[src/rtl/key_logic_unit.sv]
// Debounced W-bit key operands -> AND/OR/XOR/XNOR selected by a mode key; KEY_LOGIC_UNIT_AUTO_CYCLE_EN adds idle mode auto-advance.
// Latency: raw key edge to result is 2+DEBOUNCE_CYCLES+1 cycles; there is no backpressure, and results are free-running registers.
module key_logic_unit #(
    parameter int W               = 2,
    parameter int DEBOUNCE_CYCLES = 50000,
    parameter int AUTO_PERIOD     = 50000000
) (
    input  logic           clk,
    input  logic           reset_n,
    input  logic [2*W-1:0] key_n,
    input  logic           mode_key_n,
    output logic [W-1:0]   result,
    output logic [1:0]     mode,
    output logic           result_valid
);
    localparam int NK = 2 * W + 1;
    localparam int MK = 2 * W;
    localparam int CW = $clog2(DEBOUNCE_CYCLES);

    if (W < 1 || W > 8 || DEBOUNCE_CYCLES < 2 || AUTO_PERIOD < 2) begin : g_param_check
        $error("key_logic_unit: illegal parameter value");
    end

    logic [NK-1:0] sync1_q, sync1_d, sync2_q, sync2_d;
    logic [NK-1:0] dbn_q, dbn_d, accept;
    logic [CW-1:0] cnt_q [NK];
    logic [CW-1:0] cnt_d [NK];
    logic [1:0]    mode_q, mode_d;
    logic [W-1:0]  result_q, result_d;
    logic          result_valid_q, result_valid_d;
    logic          press, advance;

    always_comb begin
        sync1_d = {mode_key_n, key_n};
        sync2_d = sync1_q;
    end

    // Counter tracks how long the synchronised sample has disagreed with the accepted value.
    always_comb begin
        dbn_d  = dbn_q;
        accept = '0;
        for (int i = 0; i < NK; i++) begin
            cnt_d[i] = '0;
            if (~sync2_q[i] != dbn_q[i]) begin
                if (cnt_q[i] == CW'(DEBOUNCE_CYCLES - 1)) begin
                    dbn_d[i]  = ~sync2_q[i];
                    accept[i] = 1'b1;
                end else begin
                    cnt_d[i] = cnt_q[i] + 1'b1;
                end
            end
        end
    end

    assign press = accept[MK] & dbn_d[MK];

`ifdef KEY_LOGIC_UNIT_AUTO_CYCLE_EN
    localparam int TW = $clog2(AUTO_PERIOD);
    logic [TW-1:0] timer_q, timer_d;
    logic          expire;

    // A press landing on the expiry cycle still yields a single advance.
    always_comb begin
        expire  = (timer_q == TW'(AUTO_PERIOD - 1));
        advance = press | expire;
        timer_d = ((|accept) || expire) ? '0 : timer_q + 1'b1;
    end

    always_ff @(posedge clk or negedge reset_n) begin
        if (!reset_n) timer_q <= '0;
        else          timer_q <= timer_d;
    end
`else
    assign advance = press;
`endif

    always_comb begin
        mode_d = advance ? mode_q + 2'd1 : mode_q;
        case (mode_q)
            2'd0:    result_d = dbn_q[W-1:0] & dbn_q[2*W-1:W];
            2'd1:    result_d = dbn_q[W-1:0] | dbn_q[2*W-1:W];
            2'd2:    result_d = dbn_q[W-1:0] ^ dbn_q[2*W-1:W];
            default: result_d = ~(dbn_q[W-1:0] ^ dbn_q[2*W-1:W]);
        endcase
        result_valid_d = (result_d != result_q);
    end

    always_ff @(posedge clk or negedge reset_n) begin
        if (!reset_n) begin
            sync1_q        <= '1;
            sync2_q        <= '1;
            dbn_q          <= '0;
            mode_q         <= 2'd0;
            result_q       <= '0;
            result_valid_q <= 1'b0;
            for (int i = 0; i < NK; i++) cnt_q[i] <= '0;
        end else begin
            sync1_q        <= sync1_d;
            sync2_q        <= sync2_d;
            dbn_q          <= dbn_d;
            mode_q         <= mode_d;
            result_q       <= result_d;
            result_valid_q <= result_valid_d;
            for (int i = 0; i < NK; i++) cnt_q[i] <= cnt_d[i];
        end
    end

    assign result       = result_q;
    assign mode         = mode_q;
    assign result_valid = result_valid_q;
endmodule

[config.mk]
export PLATFORM = sky130hd
export DESIGN_NAME = key_logic_unit
export DESIGN_NICKNAME = d
export VERILOG_FILES = /design/src/rtl/key_logic_unit.sv
export SDC_FILE = /design/constraint.sdc
export NUM_CORES = 1
export LEC_CHECK = 0
export BUFFER_PORTS_ARGS = -buffer_cell sky130_fd_sc_hd__buf_2
export CAP_MARGIN = 10
export CORE_UTILIZATION = 60
export DETAILED_ROUTE_END_ITERATION = 10
export GPL_ROUTABILITY_DRIVEN = 1
export PLACE_DENSITY = 0.77
export SLEW_MARGIN = 5
export SYNTH_ARGS = -nofsm -noshare
export SYNTH_HDL_FRONTEND = slang
export SYNTH_SLANG_ARGS = --single-unit
[constraint.sdc]
create_clock -name clk -period 4.1 [get_ports clk]
set_input_delay 0.82 -clock clk [delete_from_list [all_inputs] [get_ports clk]]
set_output_delay 0.82 -clock clk [all_outputs]
set_load 0.05 [all_outputs]
Yosys cells after proc, flatten, opt, wreduce, memory -nomap -nowiden:

Index checks and enable logic that the tools add are counted.

* register bits after elaboration: 100
* bits of input ports: 7
* output and inout port bits: 5
* logic and storage cells: 64

* $add $sub $neg: 6
* equal/unequal tests: 13
* mux-type cells: 15
* bitwise logic cells: 10
* reductions and logical operators: 5

Operator list (count)
* 2-to-1 mux 16 bit: 10
* adder 16 x 1 -> 16 bit, second input constant: 5
* == test 16 bit, second input constant: 5
* AND reduction 2 bit: 4
* one-hot mux 2 bit (3 select lines): 1
* inequality test 1 bit: 5
* inverter 1 bit: 5
* 2-to-1 mux 1 bit: 4
* adder 2 x 1 -> 2 bit, second input constant: 1
* AND 2 bit: 1
* == test 2 x 1 -> 1 bit, second input constant: 1
* == test 2 bit, second input constant: 1
* zero test 2 bit: 1
* inequality test 2 bit: 1
* inverter 2 bit: 1
* bitwise OR 2 bit: 1
* bitwise XOR 2 bit: 1
* AND 1 bit: 1

Longest topological paths before layout:

* depth in word-level cells: 4
* mapped depth: 6
* gate-level depth less buffers: 6

Least setup slack after synthesis:

OpenSTA, ideal clock, no wires.

* path type: register -> register
* start: register mode_q[0] (netlist: mode[0])
* end: register result_valid_q (netlist: result_valid)
* arrival time: 1.915 ns
* data required time: 3.973 ns
* slack: 2.058 ns
* stages on the path, launching flop included: 7
* path buffers: 0
* period minus slack after synthesis: 2.042 ns
* path through: dfrtp_1 -> inv_1 -> ha_1 -> a22o_1 -> o31a_1 -> xor2_1 -> or2_2

* cells in the longest elaborated chain, start to end: 3

Ends and longest elaborated chain
* from (decl): RTL line 28 `logic [1:0] mode_q, mode_d;`
* from (signal assigned): RTL line 101 `mode_q <= mode_d;`
* == test 2 bit (tied with other cells): RTL line 79 `case (mode_q)`
* one-hot mux 2 bit (3 select lines) *: RTL line 79
* net result_d[1]: RTL line 29 `logic [W-1:0] result_q, result_d;`
* inequality test 2 bit *: RTL line 85 `result_valid_d = (result_d != result_q);`
* net result_valid_d: RTL line 30 `logic result_valid_q, result_valid_d;`
* to (signal assigned): RTL line 103 `result_valid_q <= result_valid_d;`
* to (decl): RTL line 30

The timed path passes the listed nets; every way through them passes the cells marked *.
A chain may end at the register's enable or synchronous reset.

==> results.cfg <==
[run_status]
status = complete, no violations

[synthesis]
synth_compound_area_frac = 0.0267
synth_top_family_by_area = simple AND/OR/NAND/NOR gates
synth_ff_type = dfrtp_1
synthAdderAreaFrac = 0.0340
ys_seq_elements = 100
synthSimpleGateAreaFrac = 0.234
synth.distinct_cells = 34
synthCells = 455
ys_seq_area_frac = 0.525
synth_area_per_cell_um2 = 10.5
netlist_area_mm2 = 0.00479
synth_edf_count = 0
async_flop_share = 1.00
synth-xor-area-share = 0.143
yosys_warnings = 0
postSynthNetCount = 475
synth_mux_area_frac = 0.00863

[timing]
fin_crit_ps = 2160
worst_pin_slew_ps = 1050
setup_viol = 0
finClkSkew_ps = 12.9
holdWs_ps = 361
setup-tns-final_ps = 0
rsz0062_at_grt = false
maxSlewViolCount = 0
period_share = 0.528
hold_violations = 0
fin_ws_ps = 1940
maxSlewHeadroom = 0.296
fmax_mhz = 462

[cells_and_area]
layout_commonest_cell = dfrtp_1
n_antenna_cell = 0
area_growth_syn_to_layout_pct = 7.16
instances_no_fill = 580
final_cell_mix = dfrtp_1, nor2_1, xnor2_1
layout-drive-gt1-share = 0.128
fillers = 614
nets = 493
fin_util = 0.664

[placed_design]
pre_cts_slack_ps = 1930
place_hpwl_um = 5440
portBuffers = 11
dp_cells = 564
gp_congestion = 0.881

[clock_network]
cts_tree = done
cts_buffer_depth = 2
htreeDepth = 3
cts_resized = 0
root_buffer = clkbuf_8
post_cts_buffers = 0
cts_hold_buffers = 0
cts_buffers = 9
path_clk_slew_ps = 100
clock_latency_ps = 360
numClockSinks = 100

[routing]
vias_per_cell = 5.45
drt_first_pass_iters = 4
drc = 0
wl_per_cell_um = 13.5
vias = 3160
drt_iter0_drc = 147
routed_wl_um = 7840
ant_nets = 0

[setup_path]
cp.arrival_ps = 2360
endpoint_kind = register
critPathMaxStageDelay_ps = 970
cp_cell_sequence = nor4b_2, nand3_2, o41ai_4, nor2_1
path_max_fanout = 16
cpMaxStageDelayCell = o41ai_4
worstSetupPathType = register to register
critical_path_required_ps = 4290
worstSetupStartpointType = register

[global_routing]
grt_pass1_wl_um = 14100
grt_pass1_vias = 3142
antenna_found_initial = 0
grt_overflow = 0
gr-usage-all-layers = 0.214
grt_start_max_net_pins = 73

[floorplanning]
core_area_mm2 = 0.00773
die_x_um = 91.3
die_h_um = 91.3
start_util = 0.619
num_rows = 32
pin_count = 12
die_area_mm2 = 0.00834

[power_and_ir_drop]
peakVddDrop_uv = 209
powerDensity_mw_per_mm2 = 327
p_leak_nw = 2.07

[min_path]
hp-class = register to register

[flow_run]
cap_violations = 0
[layer usage]
metal | GRT usage | wire (µm) | up-vias
li1 | - | - | 1573
met1 | 0.286 | 3650 | 1537
met2 | 0.346 | 3820 | 46
met3 | 0.0586 | 311 | 4
met4 | 0.0569 | 57 | 0
met5 | 0 | 0 | -
[state kept, by name, indices dropped and copies added, names as in the netlist]
register and flops:
sync2_q 5, cnt_q 80, dbn_q 5, sync1_q 5
result_valid 1, result 2, mode 2
[power by group]
part / leakage (nW) / switching (mW) / internal [mW]
clock: 0.0954 / 0.343 / 0.248
sequential: 1.35 / 0.0156 / 1.01
combinational: 0.625 / 0.0426 / 0.0196
total: 2.07 / 0.401 / 1.27
[per-stage QoR]
| step | instance area [µm²] | power [mW] |
|---|---|---|
| 2_1_floorplan | 4790 | 1.08 |
| 3_3_place_gp | 4940 | 1.10 |
| 3_5_place_dp | 4940 | 1.11 |
| 4_1_cts | 5130 | 1.70 |
| 5_1_grt | 5130 | 1.75 |
| 6_report | 5130 | 1.68 |
[worst paths after layout]
path                            start          to  slack (ps)  cells past startpoint
hold reg to reg            sync1_q[0]  sync2_q[0]         360                      0
setup / recovery            cnt_q[44]   cnt_q[36]        1940                      4
max in group asynchronous     reset_n  sync2_q[4]        2690                      2
min in group asynchronous     reset_n   cnt_q[68]         570                      1
setup reg to reg            cnt_q[44]   cnt_q[36]        1940                      4
hold / removal             sync1_q[0]  sync2_q[0]         360                      0
[worst max-delay path, delay by kind of cell (launching register included)]
family | cells | cell delay [ps]
compound gates | 1 | 970
simple gates | 3 | 590
flops | 1 | 440
[cell type report]
type / instances / area [µm²] / area share
flip-flops and latches: 100 / 2510 / 0.490
multi-input cells: 326 / 2140 / 0.416
clock buffers: 10 / 138 / 0.0268
well taps: 102 / 128 / 0.0249
inverters: 23 / 86.3 / 0.0168
repair buffers: 13 / 72.6 / 0.0141
clock inverters: 6 / 53.8 / 0.0105
[cell families (layout without fill, tap and decap cells)]
kind of cell / count (synthesis) / in the layout
mux: 4 / 4
compound gates: 9 / 9
buf+inv: 29 / 52
flops: 100 / 100
fa+ha+maj: 13 / 13
simple gates: 222 / 222
xor+xnor: 78 / 78
[Yosys cell counts, drive strengths merged (3+ instances only)]
library cell,n,share of area
and3,3,0.0039
inv,23,0.018
nand3,28,0.031
mux2i,3,0.0063
nor3,17,0.018
xnor2,69,0.13
dfstp,10,0.055
nand2,22,0.017
buf,5,0.0091
nor4,23,0.030
dfrtp,90,0.47
nor4b,4,0.0099
o41ai,3,0.017
nor2,98,0.082
xor2,9,0.016
ha,13,0.034
nand4,15,0.020
No activity file was read; power rests on OpenSTA's default activity.
